==> src/rtl/master_vldrdy.sv <==
// rtl/master_vldrdy.sv - valid/ready stream source with load FIFO and LFSR throttle
// Words loaded on ld_* are buffered and offered on dst_*; read_counter counts deliveries.
module master_vldrdy #(
    parameter int          DWIDTH    = 8,
    parameter int          DEPTH     = 4,
    parameter logic [15:0] LFSR_SEED = 16'hACE1
) (
    input  logic              clk,
    input  logic              rst_n,
    input  logic              cfg_en,
    input  logic              cfg_throttle,
    input  logic              ld_val,
    output logic              ld_rdy,
    input  logic [DWIDTH-1:0] ld_data,
    output logic              dst_val,
    input  logic              dst_rdy,
    output logic [DWIDTH-1:0] dst_data,
    output logic [9:0]        read_counter
);

    localparam int          AW       = $clog2(DEPTH);
    localparam logic [AW:0] FULL_CNT = (AW+1)'(DEPTH);
    localparam logic [AW:0] CNT_ONE  = (AW+1)'(1);
    localparam logic [AW-1:0] PTR_ONE = AW'(1);
    localparam logic [15:0] SEED     = (LFSR_SEED == 16'h0000) ? 16'h0001 : LFSR_SEED;

    typedef enum logic {
        S_IDLE  = 1'b0,
        S_OFFER = 1'b1
    } state_t;

    logic [DWIDTH-1:0] r_mem [DEPTH];
    logic [AW-1:0]     r_wr_ptr;
    logic [AW-1:0]     r_rd_ptr;
    logic [AW:0]       r_count;
    logic [15:0]       r_lfsr;
    logic [9:0]        r_read_counter;
    state_t            r_state;

    state_t            w_state_next;
    logic              w_dst_val;
    logic              w_full;
    logic              w_push;
    logic              w_pop;
    logic              w_go;
    logic              w_lfsr_fb;
    logic [AW:0]       w_count_next;

    assign w_full    = (r_count == FULL_CNT);
    assign w_push    = ld_val && ld_rdy;
    assign w_pop     = w_dst_val && dst_rdy && (r_count != '0);
    assign w_go      = !cfg_throttle || r_lfsr[0];
    assign w_lfsr_fb = r_lfsr[15] ^ r_lfsr[13] ^ r_lfsr[12] ^ r_lfsr[10];

    // No bypass: a full FIFO refuses loads even when a pop is pending.
    assign ld_rdy       = rst_n && cfg_en && !w_full;
    assign dst_val      = w_dst_val;
    assign dst_data     = rst_n ? r_mem[r_rd_ptr] : '0;
    assign read_counter = rst_n ? r_read_counter : '0;

    always_comb begin
        w_count_next = r_count;
        if (w_push && !w_pop) begin
            w_count_next = r_count + CNT_ONE;
        end else if (w_pop && !w_push) begin
            w_count_next = r_count - CNT_ONE;
        end
    end

    always_ff @(posedge clk) begin
        if (!rst_n) begin
            r_state <= S_IDLE;
        end else begin
            r_state <= w_state_next;
        end
    end

    always_comb begin
        w_state_next = r_state;
        if (!cfg_en) begin
            w_state_next = S_IDLE;
        end else begin
            case (r_state)
                S_IDLE: begin
                    if ((r_count != '0) && w_go) begin
                        w_state_next = S_OFFER;
                    end
                end
                S_OFFER: begin
                    // The offered word is held until it is taken; only then may a gap be inserted.
                    if (w_pop) begin
                        w_state_next = ((w_count_next != '0) && w_go) ? S_OFFER : S_IDLE;
                    end
                end
                default: w_state_next = S_IDLE;
            endcase
        end
    end

    always_comb begin
        w_dst_val = 1'b0;
        if (rst_n && cfg_en && (r_state == S_OFFER)) begin
            w_dst_val = 1'b1;
        end
    end

    always_ff @(posedge clk) begin
        if (!rst_n) begin
            for (int i = 0; i < DEPTH; i++) begin
                r_mem[i] <= '0;
            end
            r_wr_ptr       <= '0;
            r_rd_ptr       <= '0;
            r_count        <= '0;
            r_read_counter <= '0;
            r_lfsr         <= SEED;
        end else begin
            if (w_push) begin
                r_mem[r_wr_ptr] <= ld_data;
                r_wr_ptr        <= r_wr_ptr + PTR_ONE;
            end
            if (w_pop) begin
                r_rd_ptr       <= r_rd_ptr + PTR_ONE;
                r_read_counter <= r_read_counter + 10'd1;
            end
            r_count <= w_count_next;
            // The LFSR free-runs while enabled so gap positions do not depend on throttle history.
            if (cfg_en) begin
                r_lfsr <= {r_lfsr[14:0], w_lfsr_fb};
            end
        end
    end

endmodule
==> config.mk <==
export PLATFORM = sky130hd
export DESIGN_NAME = master_vldrdy
export DESIGN_NICKNAME = d
export VERILOG_FILES = /design/src/rtl/master_vldrdy.sv
export SDC_FILE = /design/constraint.sdc
export NUM_CORES = 1
export LEC_CHECK = 0
export ABC_AREA = 0
export CORE_MARGIN = 2
export CORE_UTILIZATION = 56
export DETAILED_ROUTE_END_ITERATION = 8
export HOLD_SLACK_MARGIN = 0.08
export PLACE_DENSITY = 0.75
export SLEW_MARGIN = 0
export SYNTH_ARGS = -nofsm -noshare
export SYNTH_HDL_FRONTEND = slang
export SYNTH_SLANG_ARGS = --single-unit
==> constraint.sdc <==
create_clock -name clk -period 2.4 [get_ports clk]
set_input_delay 0.24 -clock clk [delete_from_list [all_inputs] [get_ports clk]]
set_output_delay 0.24 -clock clk [all_outputs]
set_load 0.01 [all_outputs]
==> results of run 1 <==
[kinds of logic (layout without fill, tap and decap cells)]
family,after synthesis,in the layout,synth area share [%]
compound gates,11,11,2.43
xor+xnor,17,17,4.66
fa+ha+maj,4,4,1.57
buf+inv,17,65,2.31
flops,68,68,52.6
mux,26,26,11.3
simple gates,135,135,25.2
[per-stage QoR]
step | hold slack, ns | instance area [um^2]
3_3_place_gp | 0.457 | 3650
2_1_floorplan | 0.438 | 3200
3_5_place_dp | 0.462 | 3650
4_1_cts | 0.479 | 3860
5_1_grt | 0.527 | 3860
6_report | 0.476 | 3860
[report_power, final]
part / leakage [nW] / internal, mW / total (mW) / switching, mW
Combinational: 0.810 / 0.129 / 0.258 / 0.129
Clock: 0.111 / 0.581 / 1.01 / 0.426
Sequential: 0.624 / 1.27 / 1.30 / 0.0302
Total: 1.54 / 1.98 / 2.56 / 0.585
[cell usage after synthesis, types with 2 or more instances]
master | count | share of area, %
and3_1 | 19 | 3.7
a21oi_1 | 2 | 0.31
nor2b_1 | 9 | 1.8
dfxtp_1 | 36 | 23
nand3_1 | 7 | 1.1
nand4_1 | 5 | 0.98
nor2_1 | 5 | 0.59
clkbuf_1 | 8 | 0.94
mux4_2 | 8 | 5.6
inv_1 | 2 | 0.23
buf_2 | 2 | 0.31
mux2i_1 | 18 | 5.6
ha_1 | 4 | 1.6
a21boi_0 | 2 | 0.47
buf_1 | 2 | 0.23
o21ai_0 | 3 | 0.47
edfxtp_1 | 32 | 30
nand2_1 | 25 | 2.9
and2_1 | 51 | 10
xnor2_1 | 16 | 4.4
nor3_1 | 4 | 0.63
nand2b_1 | 4 | 0.78
[layer usage]
metal  GRT usage (%)  vias up  share of wire, %
met4            7.24        0               1.3
met3            5.88        6               3.6
met5               0        -                 0
li1                -     1055                 -
met1            25.3     1009                45
met2            33.7       35                50
[worst max-delay path by stage]
stage / from / to / slack [ns] / depth (start not counted)
after global routing: register / dst_data[6] / 0.07 / 4
after global placement: cfg_en / r_read_counter[5] / 0.22 / 7
after CTS: register / dst_data[3] / 0.12 / 4
after detailed placement: cfg_en / r_state / 0.16 / 8
final: register / dst_data[3] / 0.16 / 4
after floorplan: r_count[0] / r_mem[1][0] / 0.35 / 6
[state kept, by name, indices dropped and copies added, names as in the netlist, named ones only]
signal / count
r_rd_ptr: 2
r_read_counter: 10
r_lfsr: 16
r_state: 1
r_count: 3
r_wr_ptr: 2
r_mem: 32
[cell type report]
class	instances	area (um^2)	area share [%]
Sequential cell	68	1680	43.5
Multi-Input combinational cell	193	1440	37.3
Timing Repair Buffer	45	420	10.9
Clock buffer	9	124	3.20
Clock inverter	7	91.3	2.36
Tap cell	72	90.1	2.33
Inverter	4	15.0	0.388
[worst min-delay path: stages (launching register included)]
cell and delay [ns]:
dfxtp_1 0.33, mux2i_1 0.06, nand2_1 0.06
==> impl_metrics.tcl, run 1 <==
set metrics [dict create \
    status "finished clean" \
    reg2reg_from "r_count[0]" \
    clock-root-buffer "clkbuf_8" \
    synth-edff-count 32 \
    gp_congestion 0.861 \
    die_h_um 79.6 \
    p_leak_nw 1.54 \
    post-place-ws_ns 0.164 \
    vias 2105 \
    post-dp-hpwl_mm 3.82 \
    final_nets 339 \
    grt_overflow 0 \
    antenna_found_initial 0 \
    tns_ns 0 \
    area_growth_pct 20.9 \
    io_pins 34 \
    max_freq_ghz 0.446 \
    drt_iter0_drc 102 \
    postRouteWirelength_mm 5.67 \
    cp_slowest_cell "mux4_2" \
    mostFrequentLayoutCell "and2_1" \
    dieWidth_um 79.6 \
    numCtsBuffers 9 \
    hold_viol_final 0 \
    clock-skew-final_ns 0.00838 \
    cts.sinks 68 \
    drv_slew 0 \
    finalPower_mw 2.56 \
    post-route-period-util_pct 93.5 \
    power_density_nw_per_um2 663 \
    worst_pin_slew_ns 0.510 \
    fillers 428 \
    core_area_um2 5510 \
    dp_cells 382 \
    synth-async-reset-ratio_pct 0 \
    syn_area_per_cell_um2 11.5 \
    finalSetupViolCount 0 \
    clk_latency_ns 0.34 \
    min_path_type "register to register" \
    cts_resized 0 \
    cp_max_fo 8 \
    worstSetupPathType "register to output pin" \
    rr_endpoint "r_mem[3][6]" \
    wl_per_cell_um 14.2 \
    cp-end-kind "output pin" \
    drc 0 \
    rows 27 \
    dieArea_um2 6330 \
    min_path_cells 2 \
    mostFrequentLayoutCells "and2_1, dfxtp_1, clkdlybuf4s50_1, edfxtp_1, nand2_1" \
    ir_worst_vdd_uv 506 \
    utilization_pct 70.2 \
    track_usage_pct 20.3 \
    max_stage_delay_ns 0.52 \
    holdPathEnd "r_lfsr[5]" \
    diodes 0 \
    ys_types 36 \
    synth-seq-cells 68 \
    ys.flop_type "dfxtp_1" \
    htree_levels 3 \
    grt_max_degree 56 \
    maxCapViolations 0 \
    syn_nets 296 \
    worstSetupStartpointType "register" \
    worst-path-buf-inv 2 \
    ant_nets 0 \
    cts_hold_buffers 0 \
    yosysWarnings 0 \
    cts_tree "yes" \
    final_layout_size_suffix_gt1_share_pct 13.2 \
    critPathArrivalTime_ns 2.00 \
    portBuffers 33 \
    post-route-worst-setup-slack_ns 0.156 \
    reg2reg_slack_ns 0.33 \
    post-route-min-period_ns 2.24 \
    initial_utilization_pct 58.1 \
    hold_start "r_lfsr[5]" \
    syn_area_um2 3200 \
    required_ns 2.16 \
    reg2regPathDepth 7 \
    crit_chain "buf_4 > mux4_2 > and2_1 > clkdlybuf4s50_1" \
    fin_cells 398 \
    grt_pass1_vias 2073 \
    first_pass_iters 4 \
    syn_inst 278 \
    rsz0062_at_grt "no" \
    post_cts_buffers 0 \
    avgViaCountPerCell 5.29 \
    slew_headroom_pct 65.9 \
    path_delay_family "buffers and inverters" \
    grt_pass1_wl_mm 9.63 \
    ys_seq_area_share_pct 52.6 \
    cts.clk_slew.worst_paths_ns 0.07 \
    clockBufferDepth 2 \
]
Power figures use the tool's default switching activity.
==> inputs of run 2 (changes only) <==
--- a/config.mk
+++ b/config.mk
@@ -6,6 +6,7 @@
 export NUM_CORES = 1
 export LEC_CHECK = 0
 export ABC_AREA = 0
+export ABC_CLOCK_PERIOD_IN_PS = 2400
 export CORE_MARGIN = 2
 export CORE_UTILIZATION = 56
 export DETAILED_ROUTE_END_ITERATION = 8
==> results of run 2 <==
The final DEF is identical to that of run 1; final timing and power are the same.
==> inputs of run 3 (changes only) <==
--- a/config.mk
+++ b/config.mk
@@ -6,12 +6,10 @@
 export NUM_CORES = 1
 export LEC_CHECK = 0
 export ABC_AREA = 0
-export ABC_CLOCK_PERIOD_IN_PS = 2400
 export CORE_MARGIN = 2
-export CORE_UTILIZATION = 56
+export CORE_UTILIZATION = 60
 export DETAILED_ROUTE_END_ITERATION = 8
-export HOLD_SLACK_MARGIN = 0.08
-export PLACE_DENSITY = 0.75
+export PLACE_DENSITY = 0.8
 export SLEW_MARGIN = 0
 export SYNTH_ARGS = -nofsm -noshare
 export SYNTH_HDL_FRONTEND = slang
==> constraint.sdc (replaced) <==
create_clock -name clk -period 2.8 [get_ports clk]
set_input_delay 0.28 -clock clk [delete_from_list [all_inputs] [get_ports clk]]
set_output_delay 0.28 -clock clk [all_outputs]
set_load 0.01 [all_outputs]
==> run 3 against run 2 <==
Against the previous run: non-clock buffer count unchanged; combinational power decreased by 15%; flip-flop and latch count unchanged; first-iteration DRC count increased by 6.9%; largest power group unchanged; global-route usage increased by 1.7 points; critical path depth decreased by 1; worst setup slack improved by 0.15 ns; clock skew decreased by 0.00086 ns; register-to-register slack improved by 0.45 ns; worst hold slack about the same; via count decreased by 1.0%.
==> impl_metrics.tcl, run 3 (synthesis results as in run 1) <==
set metrics [dict create \
    cts.clk_slew.worst_paths_ns 0.07 \
    critPathArrivalTime_ns 2.22 \
    whs_ns 0.476 \
    largest_reg_flops 32 \
    drc 0 \
    tns_ns 0 \
    wl_per_cell_um 14.7 \
    die_h_um 77.0 \
    top_regs "r_mem: 32 flops, r_lfsr: 16 flops, r_read_counter: 10 flops" \
    rr_endpoint "r_mem[1][4]" \
    io_pins 34 \
    path_delay_family "flip-flops" \
    cts.sinks 68 \
    diodes 0 \
    post-route-period-util_pct 89.1 \
    clockBufferDepth 2 \
    worstSetupPathType "register to output pin" \
    postRouteWirelength_mm 5.81 \
    worstSetupStartpointType "register" \
    ant_nets 0 \
    numCtsBuffers 9 \
    ir_worst_vdd_uv 360 \
    initial_utilization_pct 62.2 \
    clock-root-buffer "clkbuf_8" \
    vias 2083 \
    max_stage_delay_ns 0.66 \
    portBuffers 33 \
    grt_pass1_wl_mm 10.0 \
    min_path_type "register to register" \
    seqCellArea_um2 1680 \
    dieArea_um2 5930 \
    mostFrequentLayoutCell "and2_1" \
    grt_pass1_vias 2114 \
    first_pass_iters 4 \
    dp_cells 380 \
    cts_resized 0 \
    maxCapViolations 0 \
    required_ns 2.52 \
    fillers 393 \
    core_area_um2 5140 \
    cts_tree "yes" \
    status "finished clean" \
    rsz0062_at_grt "no" \
    cp.depth 3 \
    post_cts_buffers 0 \
    rows 26 \
    post-dp-hpwl_mm 4.03 \
    final_layout_size_suffix_gt1_share_pct 12.9 \
    power_density_nw_per_um2 550 \
    reg2regPathDepth 8 \
    top_register "r_mem" \
    dieWidth_um 77.0 \
    design_area_um2 3840 \
    worst_pin_slew_ns 0.537 \
    drt_iter0_drc 109 \
    multi_input_area_um2 1440 \
    mostFrequentLayoutCells "and2_1, dfxtp_1, clkdlybuf4s50_1, edfxtp_1, nand2_1" \
    antenna_found_initial 0 \
    reg2reg_from "r_count[0]" \
    cp_slowest_cell "dfxtp_1" \
    reg2reg_slack_ns 0.78 \
    cp_max_fo 8 \
    area_growth_pct 20.0 \
    avgViaCountPerCell 5.26 \
    grt_overflow 0 \
    p_leak_nw 1.53 \
    worst-path-buf-inv 1 \
    clock-skew-final_ns 0.00751 \
    crit_end "dst_data[6]" \
    gp_congestion 0.800 \
    htree_levels 3 \
    slew_headroom_pct 64.2 \
    hold_viol_final 0 \
    finalSetupViolCount 0 \
    post-route-min-period_ns 2.50 \
    track_usage_pct 22.0 \
    cts_hold_buffers 0 \
    fin_cells 396 \
    cp-end-kind "output pin" \
    max_freq_ghz 0.401 \
    place_area_um2 3650 \
    drv_slew 0 \
    clk_latency_ns 0.34 \
    grt_max_degree 32 \
    crit_chain "mux4_2 > and2_1 > clkdlybuf4s50_1" \
    final_nets 339 \
]
[run 3: worst min path at each step]
stage                     from         end  slack, ns  cells past startpoint
floorplan           r_lfsr[11]  r_lfsr[11]       0.44                      2
global placement     r_lfsr[4]   r_lfsr[5]       0.45                      2
detailed placement  r_lfsr[11]  r_lfsr[11]       0.46                      2
CTS                 r_lfsr[11]  r_lfsr[11]       0.48                      2
global route        r_lfsr[11]  r_lfsr[11]       0.50                      2
finish               r_lfsr[7]   r_lfsr[7]       0.48                      2
[run 3: through the flow]
step	total power, mW	setup slack [ns]	util [%]
after floorplan	1.28	0.751	-
after global placement	1.35	0.637	71.0
after detailed placement	1.35	0.610	71.0
after CTS	2.12	0.260	74.7
after global routing	2.19	0.162	74.7
final	2.11	0.304	74.7
[run 3: tightest hold or removal path, delay by kind of cell, from the launching register on]
family	cells	cell delay (ns)
flops	1	0.33
mux	1	0.06
simple gates	1	0.06
[run 3: power by group]
group	switching, mW	internal, mW
clock	0.373	0.406
sequential	0.0271	1.09
combinational	0.108	0.111
[run 3: layout make-up]
type                            instances  area share [%]
Sequential cell                        68            43.8
Multi-Input combinational cell        193            37.6
Timing Repair Buffer                   45            11.0
Clock buffer                            9            3.23
Tap cell                               70            2.28
Clock inverter                          7            1.76
Inverter                                4           0.391
[run 3: routing by layer]
layer  vias to the layer above  wire length, um  global-route usage, %
met5                         -                0                      0
met4                         0               89                   8.04
met3                        11              217                   5.06
met2                        46             2820                   36.5
met1                       970             2680                   28.3
li1                       1056                -                      -
